===== config.mk =====
export PLATFORM = sky130hd
export DESIGN_NAME = serial_add_ctrl
export DESIGN_NICKNAME = d
export VERILOG_FILES = /design/src/rtl/serial_add_ctrl.sv
export SDC_FILE = /design/constraint.sdc
export NUM_CORES = 1
export LEC_CHECK = 0
export CORE_MARGIN = 8
export CORE_UTILIZATION = 55
export CTS_CLUSTER_SIZE = 25
export DETAILED_ROUTE_END_ITERATION = 8
export PLACE_DENSITY = 0.84
export SLEW_MARGIN = 15
export SYNTH_ARGS = -nofsm -noshare
export SYNTH_HDL_FRONTEND = slang
export SYNTH_SLANG_ARGS = --single-unit

===== constraint.sdc =====
create_clock -name clk -period 4.07 [get_ports clk]
set_input_delay 0.6105 -clock clk [delete_from_list [all_inputs] [get_ports clk]]
set_output_delay 0.6105 -clock clk [all_outputs]
set_load 0.01 [all_outputs]

===== src/rtl/serial_add_ctrl.sv =====
// serial_add_ctrl: bit-serial adder with a three-state controller.
//
// A single full-adder cell (two half adders and an OR) is reused once per
// bit, LSB first, so an addition takes WIDTH cycles in RUN. The result is
// {carry, sum} = a + b + cin, modulo 2^(WIDTH+1).
//
// Optional feature: define SERIAL_ADD_OVF_EN to add the ovf output
// (two's-complement overflow, registered together with sum). The default
// build, with the macro undefined, has no ovf port and no ovf logic.
//
// Handshake: start is a request that is accepted only when the controller
// is in IDLE or DONE. a, b and cin are sampled on the accepting edge only.
// busy is high for exactly WIDTH cycles after that edge. The cycle after
// that, done is high for one cycle and sum/carry(/ovf) hold the new
// result. start may be held high in the done cycle to chain operations
// with no idle gap. start is ignored while busy.
//
// state_o exposes the controller state (0 = IDLE, 1 = RUN, 2 = DONE).

module serial_add_ctrl #(
  parameter int WIDTH = 8
) (
  input  logic             clk,
  input  logic             rst,
  input  logic             start,
  input  logic [WIDTH-1:0] a,
  input  logic [WIDTH-1:0] b,
  input  logic             cin,
  output logic             busy,
  output logic             done,
  output logic [WIDTH-1:0] sum,
  output logic             carry,
`ifdef SERIAL_ADD_OVF_EN
  output logic             ovf,
`endif
  output logic [1:0]       state_o
);

  // The counter only needs to reach WIDTH-1; WIDTH is at least 2.
  localparam int CW = $clog2(WIDTH);
  localparam logic [CW-1:0] LAST_BIT = CW'(WIDTH - 1);

  typedef enum logic [1:0] {
    IDLE = 2'd0,
    RUN  = 2'd1,
    DONE = 2'd2
  } state_t;

  state_t           state_q, state_d;
  logic [WIDTH-1:0] a_q, a_d;      // operand A shift register
  logic [WIDTH-1:0] b_q, b_d;      // operand B shift register
  logic             c_q, c_d;      // running carry
  logic [WIDTH-1:0] res_q, res_d;  // result shift register, filled from MSB
  logic [CW-1:0]    cnt_q, cnt_d;  // index of the bit being added
  logic [WIDTH-1:0] sum_q, sum_d;
  logic             carry_q, carry_d;
  logic             busy_q, busy_d;
  logic             done_q, done_d;
`ifdef SERIAL_ADD_OVF_EN
  logic             ovf_q, ovf_d;
`endif

  // Full-adder cell built from two half adders and an OR.
  logic ha1_s, ha1_c, ha2_c, fa_s, fa_c;

  // Bit-serial adder cell acting on the operand LSBs and the running carry.
  always_comb begin
    ha1_s = a_q[0] ^ b_q[0];
    ha1_c = a_q[0] & b_q[0];
    fa_s  = ha1_s ^ c_q;
    ha2_c = ha1_s & c_q;
    fa_c  = ha1_c | ha2_c;
  end

  // Next-state, datapath and registered-output logic for the controller.
  always_comb begin
    state_d = state_q;
    a_d     = a_q;
    b_d     = b_q;
    c_d     = c_q;
    res_d   = res_q;
    cnt_d   = cnt_q;
    sum_d   = sum_q;
    carry_d = carry_q;
    busy_d  = 1'b0;
    done_d  = 1'b0;
`ifdef SERIAL_ADD_OVF_EN
    ovf_d   = ovf_q;
`endif

    case (state_q)
      IDLE, DONE: begin
        if (start) begin
          a_d     = a;
          b_d     = b;
          c_d     = cin;
          cnt_d   = '0;
          state_d = RUN;
          busy_d  = 1'b1;
        end else begin
          state_d = IDLE;
        end
      end

      RUN: begin
        a_d    = a_q >> 1;
        b_d    = b_q >> 1;
        c_d    = fa_c;
        res_d  = {fa_s, res_q[WIDTH-1:1]};
        cnt_d  = cnt_q + CW'(1);
        busy_d = 1'b1;
        if (cnt_q == LAST_BIT) begin
          // Last bit: publish the completed result on the DONE-entry edge.
          state_d = DONE;
          busy_d  = 1'b0;
          done_d  = 1'b1;
          sum_d   = {fa_s, res_q[WIDTH-1:1]};
          carry_d = fa_c;
`ifdef SERIAL_ADD_OVF_EN
          // Overflow: carry into the MSB differs from carry out of it.
          ovf_d   = c_q ^ fa_c;
`endif
        end
      end

      default: begin
        state_d = IDLE;
      end
    endcase
  end

  // Single state register for the controller, datapath and outputs.
  always_ff @(posedge clk) begin
    if (rst) begin
      state_q <= IDLE;
      a_q     <= '0;
      b_q     <= '0;
      c_q     <= 1'b0;
      res_q   <= '0;
      cnt_q   <= '0;
      sum_q   <= '0;
      carry_q <= 1'b0;
      busy_q  <= 1'b0;
      done_q  <= 1'b0;
`ifdef SERIAL_ADD_OVF_EN
      ovf_q   <= 1'b0;
`endif
    end else begin
      state_q <= state_d;
      a_q     <= a_d;
      b_q     <= b_d;
      c_q     <= c_d;
      res_q   <= res_d;
      cnt_q   <= cnt_d;
      sum_q   <= sum_d;
      carry_q <= carry_d;
      busy_q  <= busy_d;
      done_q  <= done_d;
`ifdef SERIAL_ADD_OVF_EN
      ovf_q   <= ovf_d;
`endif
    end
  end

  assign busy    = busy_q;
  assign done    = done_q;
  assign sum     = sum_q;
  assign carry   = carry_q;
  assign state_o = state_q;
`ifdef SERIAL_ADD_OVF_EN
  assign ovf     = ovf_q;
`endif

endmodule


==> flow_metrics.tcl <==
set metrics [dict create \
    fin_util_pct 68.1 \
    gr-usage-met1_pct 17.0 \
    core_region_area_mm2 0.00303 \
    syn-mean-instance-area_um2 9.81 \
    place.port_buffers 32 \
    layout-area-overhead-vs-synth_pct 18.2 \
    ctsResizeCount 0 \
    mappedNetlistArea_mm2 0.00175 \
    crit-reg2reg-capture "sum[1]" \
    clk-insertion-delay-late_ns 0.34 \
    hold_depth 2 \
    crit_type "register to register" \
    worst-endpoint-arrival_ns 2.13 \
    number_of_register_bits_inferred_by_synthesis 40 \
    rows 20 \
    vias_in_the_first_global_route 1422 \
    synth.most_common_cell "sky130_fd_sc_hd__dfxtp_1" \
    synth_top_cell_area_share_pct 45.9 \
    startpoint_type "register" \
    antenna_found_initial 0 \
    route.antenna.remaining_nets 0 \
    routabilityCongestion 0.751 \
    crit_path_max_incr_delay_ns 0.50 \
    drt-pass1-iter-count 4 \
    synth_top_cells_by_count "sky130_fd_sc_hd__dfxtp_1, sky130_fd_sc_hd__nand2_1, sky130_fd_sc_hd__nor3_2, sky130_fd_sc_hd__o22ai_1, sky130_fd_sc_hd__a21oi_1" \
    yosysSeqAreaShare_pct 45.9 \
    ys_types 22 \
    globalRouteMet2Util_pct 26.4 \
    worstPathCellList "ha_1 -> ha_1 -> nand3b_1 -> nand2_1 -> a21oi_2" \
    setup.reg_to_reg.worst_slack_ns 2.14 \
    timing.fmax_ghz 0.518 \
    cts_max_path_buffers 2 \
    cts_hold_repair.buffers 0 \
    rsz0062_at_grt "false" \
    dpl-instance-area_mm2 0.00200 \
    setup.worst_path.end_class "register" \
    die_area_mm2 0.00523 \
    synth_enable_flop_cells 0 \
    antennaDiodeCount 0 \
    int_power_mw 0.552 \
    timing.hold.worst.class "register to register" \
    route.detailed.vias_per_inst 5.42 \
    finalSetupViolations 0 \
    async_reset_ff_share_pct 0 \
    worst-slew-pin-transition_ns 1.03 \
    cts_tree "done" \
    power_density_mw_per_mm2 366 \
    cts.root.buffer_cell "sky130_fd_sc_hd__clkbuf_4" \
    average_wire_per_standard_cell_um 15.2 \
    timing.hold.ws_ns 0.464 \
    width_of_the_chip_um 72.3 \
    finished_cell_area_mm2 0.00206 \
    min_delay_worst_endpoint "sum[7]" \
    synth_area_leader_cell "sky130_fd_sc_hd__dfxtp_1" \
    min_from "sum[7]" \
    detailed_route_via_count 1339 \
    critPathMostFrequentCell "sky130_fd_sc_hd__ha_1" \
    cts.sink_count 40 \
    ir_worst_vdd_v 0.000210 \
    initial_core_utilization_pct 57.6 \
    outcome "finished clean" \
    finalNetCount 225 \
    detail_route.iter0.violations 122 \
    post-dp-hpwl_um 2580 \
    p_leak_nw 0.681 \
    critical_path.max_fanout 11 \
    worst_slew_margin_rel_pct 31.6 \
    path_clk_slew_ns 0.12 \
    r2r-start "cnt_q[0]" \
    grt_max_degree 41 \
    ctsHtreeMaxLevel 2 \
    switch_pwr_mw 0.203 \
    worst_ep_required_time_ns 4.27 \
    yosys_most_used_dff "sky130_fd_sc_hd__dfxtp_1" \
    cts_inserted_buffers 5 \
    fp.dieH_um 72.3 \
    timing.critical_path.slowest_stage_cell "sky130_fd_sc_hd__ha_1" \
    grt.busiest_layer "met2" \
    synth_cells 178 \
    final_min_period_over_clock_period_pct 47.4 \
    ys_top_cells_by_area "sky130_fd_sc_hd__dfxtp_1, sky130_fd_sc_hd__nor3_2, sky130_fd_sc_hd__nand2_1" \
    final.min_clock_period_ns 1.93 \
    fin_worst_skew_ns 0.00982 \
    finalWorstSetupSlack_ns 2.14 \
    sw_frac_of_total_pct 26.9 \
    fin_tns_setup_ns 0 \
    power.sequential.fraction_pct 56.6 \
    wirelength_um 3750 \
    combinationalPowerShare_pct 15.9 \
    drt_drc_violations_left 0 \
    place_ws_ns 1.96 \
    synth_nets 201 \
    final-hold-violation-count 0 \
    grt.met3_usage_pct 4.13 \
    drive_gt1_share_pct 24.1 \
    synth_warnings 0 \
    global_route_wire_length_before_repair_um 6480 \
    worst-r2r-cell-count 5 \
    clkPwrFrac_pct 27.4 \
    final_max_tran_viols 0 \
    grt.total_usage_pct 15.5 \
    io_pins 33 \
    cts_post_setup_buffers_inserted 0 \
    maxcap_viol_count 0 \
    gr-total-overflow 0 \
]
-- cell usage in the layout (no fill, tap or decap), types with 2 or more instances in the layout --
cell type,n
sky130_fd_sc_hd__dfxtp_1,40
sky130_fd_sc_hd__clkdlybuf4s50_1,31
sky130_fd_sc_hd__nand2_1,27
sky130_fd_sc_hd__nor3_2,24
sky130_fd_sc_hd__o22ai_1,15
sky130_fd_sc_hd__a21oi_1,13
sky130_fd_sc_hd__nand3_2,8
sky130_fd_sc_hd__a21oi_2,8
sky130_fd_sc_hd__nand3_1,6
sky130_fd_sc_hd__nor3_1,6
sky130_fd_sc_hd__clkbuf_4,5
sky130_fd_sc_hd__nor2_1,4
sky130_fd_sc_hd__nand2b_1,3
sky130_fd_sc_hd__ha_1,2
sky130_fd_sc_hd__clkbuf_1,2
sky130_fd_sc_hd__buf_4,2
-- worst max-delay path, delay by kind of cell (launching register included) --
family                   cells  cell delay, ns
AND/OR/NAND/NOR              2            0.68
adder cells (fa/ha/maj)      2            0.66
flip-flops                   1            0.37
AO/OA/AOI/OAI                1            0.08
-- registers in the layout, summed over array words and instances, names as in the netlist --
| signal | cells |
|---|---|
| res_q | 7 |
| done | 1 |
| state_o | 2 |
| a_q | 8 |
| busy | 1 |
| c_q | 1 |
| carry | 1 |
| sum | 8 |
| cnt_q | 3 |
| b_q | 8 |
-- kinds of logic (layout without fill, tap and decap cells) --
logic type	after synthesis	after routing	share of synthesized area [%]
AO/OA/AOI/OAI	37	37	13.5
adder cells (fa/ha/maj)	3	3	2.58
buffers and inverters	17	42	7.24
flip-flops	40	40	45.9
AND/OR/NAND/NOR	81	81	30.8
-- final cells by class --
type	instances	area, um^2
clock buffers	8	58.8
flip-flops and latches	40	801
multi-input cells	121	818
fillers	247	965
well taps	44	55.1
repair buffers	34	330
-- worst max path at each step --
stage	start	endpoint	slack (ns)	cells past startpoint
final	cnt_q[0]	sum[1]	2.14	5
after global routing	cnt_q[0]	sum[0]	1.92	5
after CTS	state_o[0]	state_o[0]	2.12	1
after detailed placement	start	a_q[5]	1.96	4
after global placement	start	a_q[3]	2.03	4
after floorplan	start	a_q[0]	2.75	5
-- metrics by stage --
stage          cells  power [mW]
2_1_floorplan    178       0.529
3_3_place_gp     239       0.550
3_5_place_dp     239       0.557
4_1_cts          247       0.761
5_1_grt          247       0.786
6_report         247       0.756
-- power by group through the flow --
stage,Sequential [mW],Combinational (mW),Clock (mW)
floorplan,0.434,0.0947,0
CTS,0.428,0.121,0.212
global placement,0.435,0.115,0
finish,0.428,0.120,0.207
detailed placement,0.437,0.120,0
global route,0.431,0.132,0.223
-- metal layers --
layer / wire length, um / part of all wire, %
met1: 1610 / 43
met2: 1860 / 50
met4: 98 / 2.6
met5: 0 / 0
met3: 177 / 4.7
Note: power is estimated with default switching activity, not from simulation.
